**src/rtl/memory_game_ctrl_if.sv**
```systemverilog
// memory_game_ctrl_if: player inputs and display/status outputs of the memory game sequencer
interface memory_game_ctrl_if #(
  parameter int NBITS_PAT = 6
);
  logic                 start;
  logic                 commit;
  logic [NBITS_PAT-1:0] guess;
  logic [7:0]           led;
  logic [7:0]           seg;
  logic [7:0]           score;
  logic [1:0]           lives;
  logic [2:0]           state;
  modport master (output start, commit, guess, input led, seg, score, lives, state);
  modport slave  (input start, commit, guess, output led, seg, score, lives, state);
endinterface

```
**src/rtl/memory_game_ctrl.sv**
```systemverilog
// memory_game_ctrl: shows an LFSR pattern, scores the committed guess, tracks score and lives
module memory_game_ctrl #(
  parameter int                   NBITS_PAT     = 6,
  parameter int                   SHOW_CYCLES   = 8,
  parameter int                   RESULT_CYCLES = 4,
  parameter int                   MAX_LIVES     = 3,
  parameter logic [NBITS_PAT-1:0] LFSR_SEED     = 'h2D
) (
  input  logic                clk_2,
  input  logic                reset,
  memory_game_ctrl_if.slave   bus
);
  typedef enum logic [2:0] {IDLE = 3'd0, SHOW = 3'd1, ENTER = 3'd2, RESULT = 3'd3, OVER = 3'd4} state_t;
  localparam logic [7:0] SHOW_LAST = 8'(SHOW_CYCLES - 1);
  localparam logic [7:0] RES_LAST  = 8'(RESULT_CYCLES - 1);
  localparam logic [1:0] LIVES0    = 2'(MAX_LIVES);
  state_t               st, st_n;
  logic [7:0]           score, score_n, cnt, cnt_n;
  logic [1:0]           lives, lives_n;
  logic [NBITS_PAT-1:0] lfsr, lfsr_n, pattern, pattern_n, guess_l, guess_l_n, lfsr_adv;
  logic                 match, match_n, start_q, commit_q, start_e, commit_e, hit;
  assign start_e  = bus.start & ~start_q;
  assign commit_e = bus.commit & ~commit_q;
  assign lfsr_adv = {lfsr[NBITS_PAT-2:0], lfsr[NBITS_PAT-1] ^ lfsr[NBITS_PAT-2]};
  assign hit      = bus.guess == pattern;
  // round sequencing: every new SHOW draws a fresh pattern, the commit edge scores the guess
  always_comb begin
    st_n      = st;
    score_n   = score;
    lives_n   = lives;
    lfsr_n    = lfsr;
    pattern_n = pattern;
    guess_l_n = guess_l;
    match_n   = match;
    cnt_n     = cnt;
    case (st)
      IDLE, OVER: if (start_e) begin
        st_n      = SHOW;
        score_n   = 8'd0;
        lives_n   = LIVES0;
        lfsr_n    = lfsr_adv;
        pattern_n = lfsr_adv;
        cnt_n     = 8'd0;
      end
      SHOW: begin
        cnt_n = cnt + 8'd1;
        st_n  = cnt == SHOW_LAST ? ENTER : SHOW;
      end
      ENTER: if (commit_e) begin
        st_n      = RESULT;
        guess_l_n = bus.guess;
        match_n   = hit;
        cnt_n     = 8'd0;
        score_n   = hit && score != 8'hFF ? score + 8'd1 : score;
        lives_n   = hit ? lives : lives - 2'd1;
      end
      RESULT: begin
        cnt_n = cnt + 8'd1;
        if (cnt == RES_LAST) begin
          st_n = lives == 2'd0 ? OVER : SHOW;
          if (lives != 2'd0) begin
            lfsr_n    = lfsr_adv;
            pattern_n = lfsr_adv;
            cnt_n     = 8'd0;
          end
        end
      end
      default: st_n = IDLE;
    endcase
  end
  // state and datapath registers, input edge history
  always_ff @(posedge clk_2) begin
    if (reset) begin
      st       <= IDLE;
      score    <= 8'd0;
      lives    <= LIVES0;
      lfsr     <= LFSR_SEED;
      pattern  <= '0;
      guess_l  <= '0;
      match    <= 1'b0;
      cnt      <= 8'd0;
      start_q  <= 1'b0;
      commit_q <= 1'b0;
    end else begin
      st       <= st_n;
      score    <= score_n;
      lives    <= lives_n;
      lfsr     <= lfsr_n;
      pattern  <= pattern_n;
      guess_l  <= guess_l_n;
      match    <= match_n;
      cnt      <= cnt_n;
      start_q  <= bus.start;
      commit_q <= bus.commit;
    end
  end
  // Moore display decode: pattern in SHOW, wrong bits in RESULT, final score in OVER
  always_comb begin
    bus.led = st == SHOW ? 8'(pattern) : st == RESULT ? 8'(guess_l ^ pattern) : st == OVER ? score : 8'h00;
    bus.seg = st == RESULT ? (match ? 8'hFF : 8'h80) : st == OVER ? 8'h80 : 8'h00;
  end
  assign bus.score = score;
  assign bus.lives = lives;
  assign bus.state = st;
endmodule

```
**src/flat_wrapper.sv**
```systemverilog
// flat-port wrapper written by rule: the top's interface ports become plain ports
module memory_game_ctrl_flat 
#(
  parameter int                   NBITS_PAT     = 6,
  parameter int                   SHOW_CYCLES   = 8,
  parameter int                   RESULT_CYCLES = 4,
  parameter int                   MAX_LIVES     = 3,
  parameter logic [NBITS_PAT-1:0] LFSR_SEED     = 'h2D
)
  (clk_2, reset, bus_start, bus_commit, bus_guess, bus_led, bus_seg, bus_score, bus_lives, bus_state);
  memory_game_ctrl_if #(.NBITS_PAT(NBITS_PAT)) bus_i ();
  input  logic clk_2;
  input  logic reset;
  input wire logic [$bits(bus_i.start)-1:0] bus_start;
  input wire logic [$bits(bus_i.commit)-1:0] bus_commit;
  input wire logic [$bits(bus_i.guess)-1:0] bus_guess;
  output wire logic [$bits(bus_i.led)-1:0] bus_led;
  output wire logic [$bits(bus_i.seg)-1:0] bus_seg;
  output wire logic [$bits(bus_i.score)-1:0] bus_score;
  output wire logic [$bits(bus_i.lives)-1:0] bus_lives;
  output wire logic [$bits(bus_i.state)-1:0] bus_state;
  assign bus_i.start = bus_start;
  assign bus_i.commit = bus_commit;
  assign bus_i.guess = bus_guess;
  assign bus_led = bus_i.led;
  assign bus_seg = bus_i.seg;
  assign bus_score = bus_i.score;
  assign bus_lives = bus_i.lives;
  assign bus_state = bus_i.state;
  memory_game_ctrl #(.NBITS_PAT(NBITS_PAT), .SHOW_CYCLES(SHOW_CYCLES), .RESULT_CYCLES(RESULT_CYCLES), .MAX_LIVES(MAX_LIVES), .LFSR_SEED(LFSR_SEED)) u_core (.clk_2(clk_2), .reset(reset), .bus(bus_i));
endmodule
```
**config.mk**
```make
export PLATFORM = sky130hd
export DESIGN_NAME = memory_game_ctrl_flat
export DESIGN_NICKNAME = d
export VERILOG_FILES = /design/src/rtl/memory_game_ctrl_if.sv /design/src/rtl/memory_game_ctrl.sv /design/src/flat_wrapper.sv
export SDC_FILE = /design/constraint.sdc
export NUM_CORES = 1
export LEC_CHECK = 0
export BUFFER_PORTS_ARGS = -buffer_cell sky130_fd_sc_hd__buf_2
export CAP_MARGIN = 15
export CORE_MARGIN = 1.5
export CORE_UTILIZATION = 50
export CTS_CLUSTER_SIZE = 20
export DETAILED_ROUTE_END_ITERATION = 8
export PLACE_DENSITY = 0.69
export SYNTH_ARGS = -nofsm -noshare
export SYNTH_HDL_FRONTEND = slang
export SYNTH_SLANG_ARGS = --single-unit
export TNS_END_PERCENT = 100
```
**constraint.sdc**
```tcl
create_clock -name clk_2 -period 3 [get_ports clk_2]
set_clock_uncertainty 0.15 [all_clocks]
set_input_delay 0.15 -clock clk_2 [delete_from_list [all_inputs] [get_ports clk_2]]
set_output_delay 0.15 -clock clk_2 [all_outputs]
set_load 0.02 [all_outputs]
```
## Word level (Yosys, flattened, before mapping)

Cells that the tools add are included.

| storage, ports and cells | value |
|---|---|
| bits in registers | 42 |
| bits in latches | 0 |
| memory bits (writable) | 0 |
| memory bits (read-only) | 0 |
| input bits | 10 |
| output and inout bits | 29 |
| memories | 0 |

| cells by class | value |
|---|---|
| $add $sub $neg | 3 |
| multipliers | 0 |
| divide/modulo/power cells | 0 |
| order comparisons | 0 |
| equality and inequality tests | 14 |
| shift operators | 0 |
| muxes and demuxes | 28 |
| bitwise gates (word level) | 6 |
| reduce and logical (&&, ||, !) cells | 14 |

Operators with widths:

| operator | count |
|---|---|
| 2-to-1 mux 8 bit | 11 |
| case mux 8 bit (4 select lines) | 1 |
| 2-to-1 mux 6 bit | 3 |
| adder 8 x 1 -> 8 bit, second input constant | 2 |
| case mux 8 bit (2 select lines) | 1 |
| 2-to-1 mux 3 bit | 4 |
| case mux 3 bit (4 select lines) | 1 |
| case mux 6 bit (2 select lines) | 1 |
| AND reduction 4 bit | 3 |
| inequality test 2 x 1 -> 1 bit, second input constant | 5 |
| == test 8 x 2 -> 1 bit, second input constant | 1 |
| == test 8 x 3 -> 1 bit, second input constant | 1 |
| 2-to-1 mux 2 bit | 4 |
| inequality test 8 bit, second input constant | 1 |
| 2-to-1 mux 7 bit | 1 |
| == test 3 x 2 -> 1 bit, second input constant | 2 |
| == test 6 bit | 1 |
| AND reduction 3 bit | 2 |
| nonzero test 2 bit | 3 |
| XOR 6 bit | 1 |
| case mux 2 bit (2 select lines) | 1 |
| nonzero test 4 bit | 1 |
| == test 3 x 1 -> 1 bit, second input constant | 1 |
| == test 3 bit, second input constant | 1 |
| 10 further kinds | 12 |

## Depth between registers and ports, before layout

Gate-level depths: netlist of run 1.

| logic depth | value |
|---|---|
| depth after elaboration | 5 |
| gate-level depth with buffers | 8 |
| depth with buffers taken out | 7 |

## Least setup slack after synthesis of run 1

No wires, ideal clock.

| timing path | value |
|---|---|
| kind | register -> output |
| from | register u_core.st[1] (netlist: u_core.bus.state[1]) |
| to | output bus_led[3] |
| data arrival time | 1.772 ns |
| path slack | 0.928 ns |
| stages on the path, launching flop included | 6 |
| buffers on the path | 2 |
| path through | dfxtp_1 > buf_2 > clkbuf_1 > nand2_1 > mux2_2 > o22ai_1 |

| on the way | value |
|---|---|
| longest elaborated chain between the ends | 4 |

Ends and longest elaborated chain:

| item | line | RTL |
|---|---|---|
| start: declaration | memory_game_ctrl.sv:17 | `state_t st, st_n;` |
| start signal: assignment | memory_game_ctrl.sv:85 | `st <= st_n;` |
| == test 3 bit | memory_game_ctrl.sv:99 | `bus.led = st == SHOW ? 8'(pattern) : st == RESULT ? 8'(guess_l ^ pattern) : st == OVER ? score : 8'h00;` |
| 2-to-1 mux 8 bit (2 in series) | memory_game_ctrl.sv:99 |  |
| 2-to-1 mux 8 bit * | memory_game_ctrl.sv:99 |  |
| end: declaration | flat_wrapper.sv:17 | `output wire logic [$bits(bus_i.led)-1:0] bus_led;` |

Mark *: on every way between the ends. The rest lies on a longest branch, timed or not.

## Final worst setup path of run 1

| timing path | value |
|---|---|
| from | register u_core.st[1] (netlist: u_core.bus.state[1]) |
| to | register u_core.guess_l[2] |

| on the way | value |
|---|---|
| longest elaborated chain between the ends | 2 |

Ends and longest elaborated chain:

| item | line | RTL |
|---|---|---|
| == test 3 x 2 -> 1 bit | memory_game_ctrl.sv:36 | `case (st)` |
| AND reduction 2 bit (no line) | - |  |
| end signal: assignment | memory_game_ctrl.sv:90 | `guess_l <= guess_l_n;` |
| end: declaration | memory_game_ctrl.sv:20 | `logic [NBITS_PAT-1:0] lfsr, lfsr_n, pattern, pattern_n, guess_l, guess_l_n, lfsr_adv;` |

No other way between the ends.
A chain may end at the register's enable or synchronous reset.

==> results of run 1 <==
==> metrics by stage <==
step                      util [%]  setup slack [ns]  instance area (µm²)  hold slack [ns]  power, W
after floorplan                  -             0.928                 2270            0.128  0.000686
after global placement        56.4             0.852                 2460            0.238  0.000723
after detailed placement      56.4             0.780                 2460            0.249  0.000726
after CTS                     62.0             0.718                 2700            0.313   0.00117
after global routing          62.0             0.480                 2700            0.346   0.00122
final                         62.0             0.671                 2700            0.314   0.00116
==> routing by layer <==
layer,up-vias,share of wire (%),GRT usage (%)
met5,-,0,0
met4,0,2.5,8.97
met3,13,5.7,5.19
met2,65,47,38.1
met1,970,45,30.1
li1,1076,-,-
==> cell type report <==
class                   count  area [µm²]
repair buffers             55         350
clock inverters             3        42.5
fillers                   404        1660
clock buffers               5        68.8
flip-flops and latches     40         801
inverters                   4        15.0
well taps                  52        65.1
multi-input cells         221        1360
==> kinds of logic after synthesis <==
logic type,Yosys count
flops,40
fa+ha+maj,3
mux,7
buf+inv,22
simple gates,133
xor+xnor,12
compound gates,66
==> placed cells by master, fill, tap and decap left out, types with 6 or more instances in the layout <==
cell type / count
buf_2: 38
xor2_1: 6
xnor2_1: 6
and3_1: 8
nand2_1: 57
nor2_1: 22
a21o_1: 6
dfxtp_1: 40
a21oi_1: 23
nand2b_1: 6
dlygate4sd3_1: 13
o21ai_1: 8
==> registers in the layout (all words and copies together), names as in the netlist <==
| name | cells |
|---|---|
| u_core.bus.lives | 2 |
| u_core.bus.score | 8 |
| u_core.bus.state | 3 |
| u_core.cnt | 8 |
| u_core.commit_q | 1 |
| u_core.guess_l | 6 |
| u_core.lfsr | 4 |
| u_core.match | 1 |
| u_core.pattern | 6 |
| u_core.start_q | 1 |
==> critical path: stages (launching register included) <==
cell	delay, ns
dfxtp_1	0.34
buf_4	0.23
nor3b_2	0.33
nand2_1	0.38
nand2_1	0.17
a21oi_1	0.08
dlygate4sd3_1	0.56
==> worst max-delay path by stage <==
stage                        startpoint           endpoint  cells past startpoint
global route        u_core.bus.state[0]      u_core.cnt[6]                      5
CTS                 u_core.bus.state[1]  u_core.guess_l[2]                      6
finish              u_core.bus.state[1]  u_core.guess_l[2]                      6
detailed placement  u_core.bus.state[0]      u_core.cnt[7]                      5
global placement    u_core.bus.state[0]      u_core.cnt[7]                      5
floorplan           u_core.bus.state[1]         bus_led[3]                      5
==> where the power goes <==
| group | leakage (nW) | switching (W) | internal, W | total, W |
|---|---|---|---|---|
| Sequential | 0.325 | 0.0000228 | 0.000547 | 0.000570 |
| Combinational | 0.794 | 0.0000882 | 0.0000649 | 0.000153 |
| Clock | 0.0541 | 0.000194 | 0.000246 | 0.000441 |
==> out/qor.csv, run 1 <==
metric,value,unit
status,"finished, final reports clean",
simple-gate share of the synthesized area,30.7,%
"Max FO, Critical Path",16,
r2r setup slk,0.67,ns
layout cells sized above 1,19.2,%
clk sinks,40,
slew margin rel.,64.2,%
Mapped Cells,283,
Cell variety after synth,51,
XOR/XNOR share of the synthesized area,4.62,%
number of synthesized register bits,40,
initial antenna violation count,0,
global route total overflow,0,
largest family of logic cells by synthesized area,simple AND/OR/NAND/NOR gates,
MaxCap Viol Count,0,
mean post-synth cell area,8.04,µm²
n_diodes,0,
area delta synth->final,18.6,%
sequential fraction of the synthesis area,35.2,%
"Cell Area, Synth",2270,µm²
main area contributors after synthesis,"dfxtp_1 35%, nand2_1 9.4%, a21oi_1 5.1%",
PortBufs,38,
row count,24,
Syn. warnings,0,
die width,70.5,µm
"Min Clock Period, post-route",2.33,ns
peak supply drop,0.263,mV
Hold Path Depth,2,
first-pass GRT wire length,9300,µm
"Primary FF master, synth",dfxtp_1,
H-tree level count,2,
Post-Layout Cell Count,380,
routability-driven placement congestion ratio,0.834,
DIE AREA,4960,µm²
Adder-Cell Fraction of Synth Area,1.65,%
top-count cell post-synth,nand2_1,
leakage power,1.17,nW
Hold Path Origin,u_core.lfsr[3],
number of global-route vias before repair,1964,
setup tns final,0,ns
critical path startpoint category,register,
Bufs on Longest Clock Path,2,
final period utilization,77.6,%
Compound-Gate Fraction of Synth Area,19.4,%
number of synthesized flops with an enable pin,0,
Initial DRT Pass Iterations,6,
Initial Util,52.2,%
Hold EP,u_core.pattern[4],
Synth area leader,dfxtp_1,
Worst-path clk slew,0.08,ns
R2R cell count,6,
post-synthesis mux area share,3.25,%
total core area,4350,µm²
Synth top cells by count,"57 x nand2_1, 40 x dfxtp_1, 23 x a21oi_1, 22 x nor2_1",
top-area cell type share of the netlist area,35.2,%
reg2reg end,u_core.guess_l[2],
pwr dens,431,nW/µm²
Crit Path Class,reg -> reg,
setup violators final,0,
Vias/cell,5.59,
DR WL/cell,14.4,µm
hold crit path type,reg -> reg,
Initial DRC Count,158,
Worst-Margin Slew,0.536,ns
RSZ-0062 raised after global routing,false,
largest net degree at the start of global routing,25,
Crit. End Element,register,
GRT Total Usage,23.4,%
DRC errors left,0,
Post-synth ARST share,0,%
Die Y,70.5,µm
Hold Buf Count CTS,13,
CP Data Required Time,3.04,ns
routed via count,2124,
Slew Limit Fails,0,
CTS tree,done,
I/O pins,39,
final hold vios,0,
post_cts resized,0,
Root Driver,clkbuf_8,
drt total wl,5460,µm
Clock Latency Late Sink,0.29,ns
hpwl dp,4040,µm
# nets final,340,
Max Fclk,0.429,GHz
"Setup Fix Bufs, Post-CTS",0,
Synth Net Count,296,
FF-to-FF Start,u_core.bus.state[1],
Routed Antenna Nets,0,
cell count after placement,359,
total CTS buffers,5,
critical path arrival,2.37,ns
Note: power is estimated with default switching activity, not from simulation.
==> run 2: changes to the inputs <==
==> constraint.sdc (replaced) <==
create_clock -name clk_2 -period 2.2 [get_ports clk_2]
set_clock_uncertainty 0.15 [all_clocks]
set_input_delay 0.11 -clock clk_2 [delete_from_list [all_inputs] [get_ports clk_2]]
set_output_delay 0.11 -clock clk_2 [all_outputs]
set_load 0.02 [all_outputs]
==> run 2 against run 1 <==
Sequential power rose by 36%. Clock power rose by 41%. Critical endpoint is now bus_led[2]. Combinational power rose by 47%. Flip-flop and latch count did not move. Die area did not move. Via count rose by 1.6%. Largest power group unchanged. Highest routed layer unchanged. Count of clock-buffer cells in the layout did not move. Core utilization rose by 0.98 points. Register-to-register slack got worse by 0.50 ns.
==> out/qor.csv, run 2 (same netlist as run 1, synthesis figures left out) <==
metric,value,unit,change
status,"finished, final reports clean",,unchanged
final hold vios,0,,unchanged
DRC errors left,0,,unchanged
H-tree level count,2,,unchanged
area delta synth->final,20.5,%,was 18.6%
die width,70.5,µm,unchanged
Clock Latency Late Sink,0.30,ns,was 0.29 ns
DR WL/cell,14.6,µm,was 14.4 µm
critical path startpoint category,register,,unchanged
most frequent cells in the layout,"57 x nand2_1, 39 x dfxtp_1, 38 x buf_2",,"was 57 x nand2_1, 40 x dfxtp_1, 38 x buf_2"
Worst-Margin Slew,0.457,ns,was 0.536 ns
first-pass GRT wire length,9400,µm,was 9300 µm
FF-to-FF Start,u_core.bus.lives[0],,was u_core.bus.state[1]
MaxCap Viol Count,0,,unchanged
"Min Clock Period, post-route",2.04,ns,
Die Y,70.5,µm,unchanged
setup violators final,0,,unchanged
GRT Total Usage,23.7,%,was 23.4%
final period utilization,92.8,%,
"Max FO, Critical Path",12,,was 16
CP max-delay cell,dfxtp_1,,was dlygate4sd3_1
CP top delay family,flip-flops,,was simple AND/OR/NAND/NOR gates
largest net degree at the start of global routing,22,,was 25
Clock Power Share,38.2,%,was 37.8%
CP cell instances,"and2b_1, a22oi_1, o22ai_1, buf_2",,"was buf_4, nor3b_2, nand2_1, nand2_1, a21oi_1, dlygate4sd3_1"
routability-driven placement congestion ratio,0.818,,was 0.834
Logic pwr share,13.9,%,was 13.2%
post-route setup slack,0.159,ns,was 0.671 ns
Power Internal,0.00118,W,was 0.000859 W
hold crit path type,reg -> reg,,unchanged
clk sinks,40,,unchanged
final instance area,2740,µm²,was 2700 µm²
Routed Antenna Nets,0,,unchanged
switching pwr,0.000438,W,was 0.000305 W
Slew Limit Fails,0,,unchanged
Initial Util,52.2,%,unchanged
Crit. End Element,output port,,was register
hpwl dp,4030,µm,was 4040 µm
Root Driver,clkbuf_8,,unchanged
drt total wl,5640,µm,was 5460 µm
Post-DP Area,2510,µm²,was 2460 µm²
RSZ-0062 raised after global routing,false,,unchanged
r2r setup slk,0.17,ns,was 0.67 ns
pre-CTS setup slack,0.0543,ns,was 0.780 ns
total core area,4350,µm²,unchanged
critical path's largest stage delay,0.61,ns,was 0.56 ns
PortBufs,38,,unchanged
Max Fclk,0.490,GHz,
row count,24,,unchanged
Initial DRT Pass Iterations,4,,was 6
Crit Path Class,reg -> out,,was reg -> reg
Initial DRC Count,143,,was 158
peak supply drop,0.366,mV,was 0.263 mV
Hold Path Origin,u_core.match,,was u_core.lfsr[3]
R2R cell count,7,,was 6
leakage power,1.19,nW,was 1.17 nW
Vias/cell,5.61,,was 5.59
layout cells sized above 1,21.9,%,was 19.2%
Worst-path clk slew,0.08,ns,about the same
Post-Layout Cell Count,385,,was 380
n_diodes,0,,unchanged
# nets final,345,,was 340
"most common cell after layout, fill and taps aside",nand2_1,,unchanged
total CTS buffers,5,,unchanged
I/O pins,39,,unchanged
largest registers,"u_core.bus.score x8, u_core.cnt x8",,unchanged
Hold EP,u_core.match,,was u_core.pattern[4]
CP Data Required Time,1.94,ns,was 3.04 ns
Bufs on Longest Clock Path,2,,unchanged
number of global-route vias before repair,2003,,was 1964
Hold Path Depth,2,,unchanged
initial antenna violation count,0,,unchanged
reg2reg end,u_core.cnt[5],,was u_core.guess_l[2]
global route total overflow,0,,unchanged
cell count after placement,366,,was 359
Fillers,377,,was 404
routed via count,2158,,was 2124
setup tns final,0,ns,unchanged
critical path arrival,1.78,ns,was 2.37 ns
Net Sw Frac,27.0,%,was 26.2%
slew margin rel.,69.5,%,was 64.2%
Sequential Power Share,47.9,%,was 49.0%
DIE AREA,4960,µm²,unchanged
CTS tree,done,,unchanged
"Setup Fix Bufs, Post-CTS",0,,unchanged
Buf/Inv on CP,1,,was 2
pwr dens,591,nW/µm²,was 431 nW/µm²
run 2: changes by cell type in the layout (fill, tap and decap cells not counted), sizes merged:
| cell | previous run | this run |
|---|---|---|
| buf | 42 | 49 |
| dlygate4sd3 | 13 | 11 |
run 2: stage by stage:
step                      power (W)  util (%)  hold WS (ns)
after floorplan            0.000935         -        0.0882
final                       0.00162      63.0         0.310
after CTS                   0.00163      62.7         0.310
after global placement     0.000999      57.6         0.197
after global routing        0.00168      63.0         0.327
after detailed placement    0.00100      57.6         0.212
run 2: repair_timing:
item | in CTS | in global routing
setup endpoints to repair | 0 | 8
hold endpoints to repair | 11 | 0
hold buffers | 11 | 0
resized for setup | 0 | 3
run 2: cell type report:
type | instances | area [µm²] | area share [%]
multi-input combinational | 221 | 1370 | 49.8
sequential | 40 | 802 | 29.3
timing repair buffer | 60 | 383 | 14.0
clock buffer | 5 | 68.8 | 2.51
tap | 52 | 65.1 | 2.37
clock inverter | 3 | 42.5 | 1.55
inverter | 4 | 15.0 | 0.548
run 2: power by group through the flow:
stage	logic, W	registers (W)	clock network (W)
2_1_floorplan	0.000153	0.000782	0
3_3_place_gp	0.000207	0.000792	0
3_5_place_dp	0.000208	0.000793	0
4_1_cts	0.000224	0.000776	0.000631
5_1_grt	0.000249	0.000780	0.000651
6_report	0.000225	0.000776	0.000620
run 2: worst max path at each step:
stage	start	end	slack, ns	cells after the start
final	u_core.bus.state[0]	bus_led[2]	0.16	4
after floorplan	u_core.bus.lives[0]	u_core.cnt[5]	0.14	8
after detailed placement	u_core.cnt[0]	u_core.cnt[5]	0.05	6
after global routing	u_core.bus.state[0]	bus_led[2]	0.004	4
after CTS	u_core.cnt[0]	u_core.cnt[5]	0.04	6
after global placement	u_core.cnt[0]	u_core.cnt[7]	0.16	6
run 2: worst reg2reg max path: cells and delay by family (launching register included):
family	cells	cell delay [ns]
flip-flops	1	0.36
adder cells (fa/ha/maj)	1	0.27
AO/OA/AOI/OAI	3	0.53
buffers and inverters	1	0.07
AND/OR/NAND/NOR	2	0.53
run 2: metal layers:
| metal | share of wire (%) | global-route usage [%] |
|---|---|---|
| met5 | 0 | 0 |
| met4 | 2.0 | 8.97 |
| met3 | 4.3 | 5.34 |
| met2 | 48 | 37.4 |
| met1 | 46 | 31.3 |
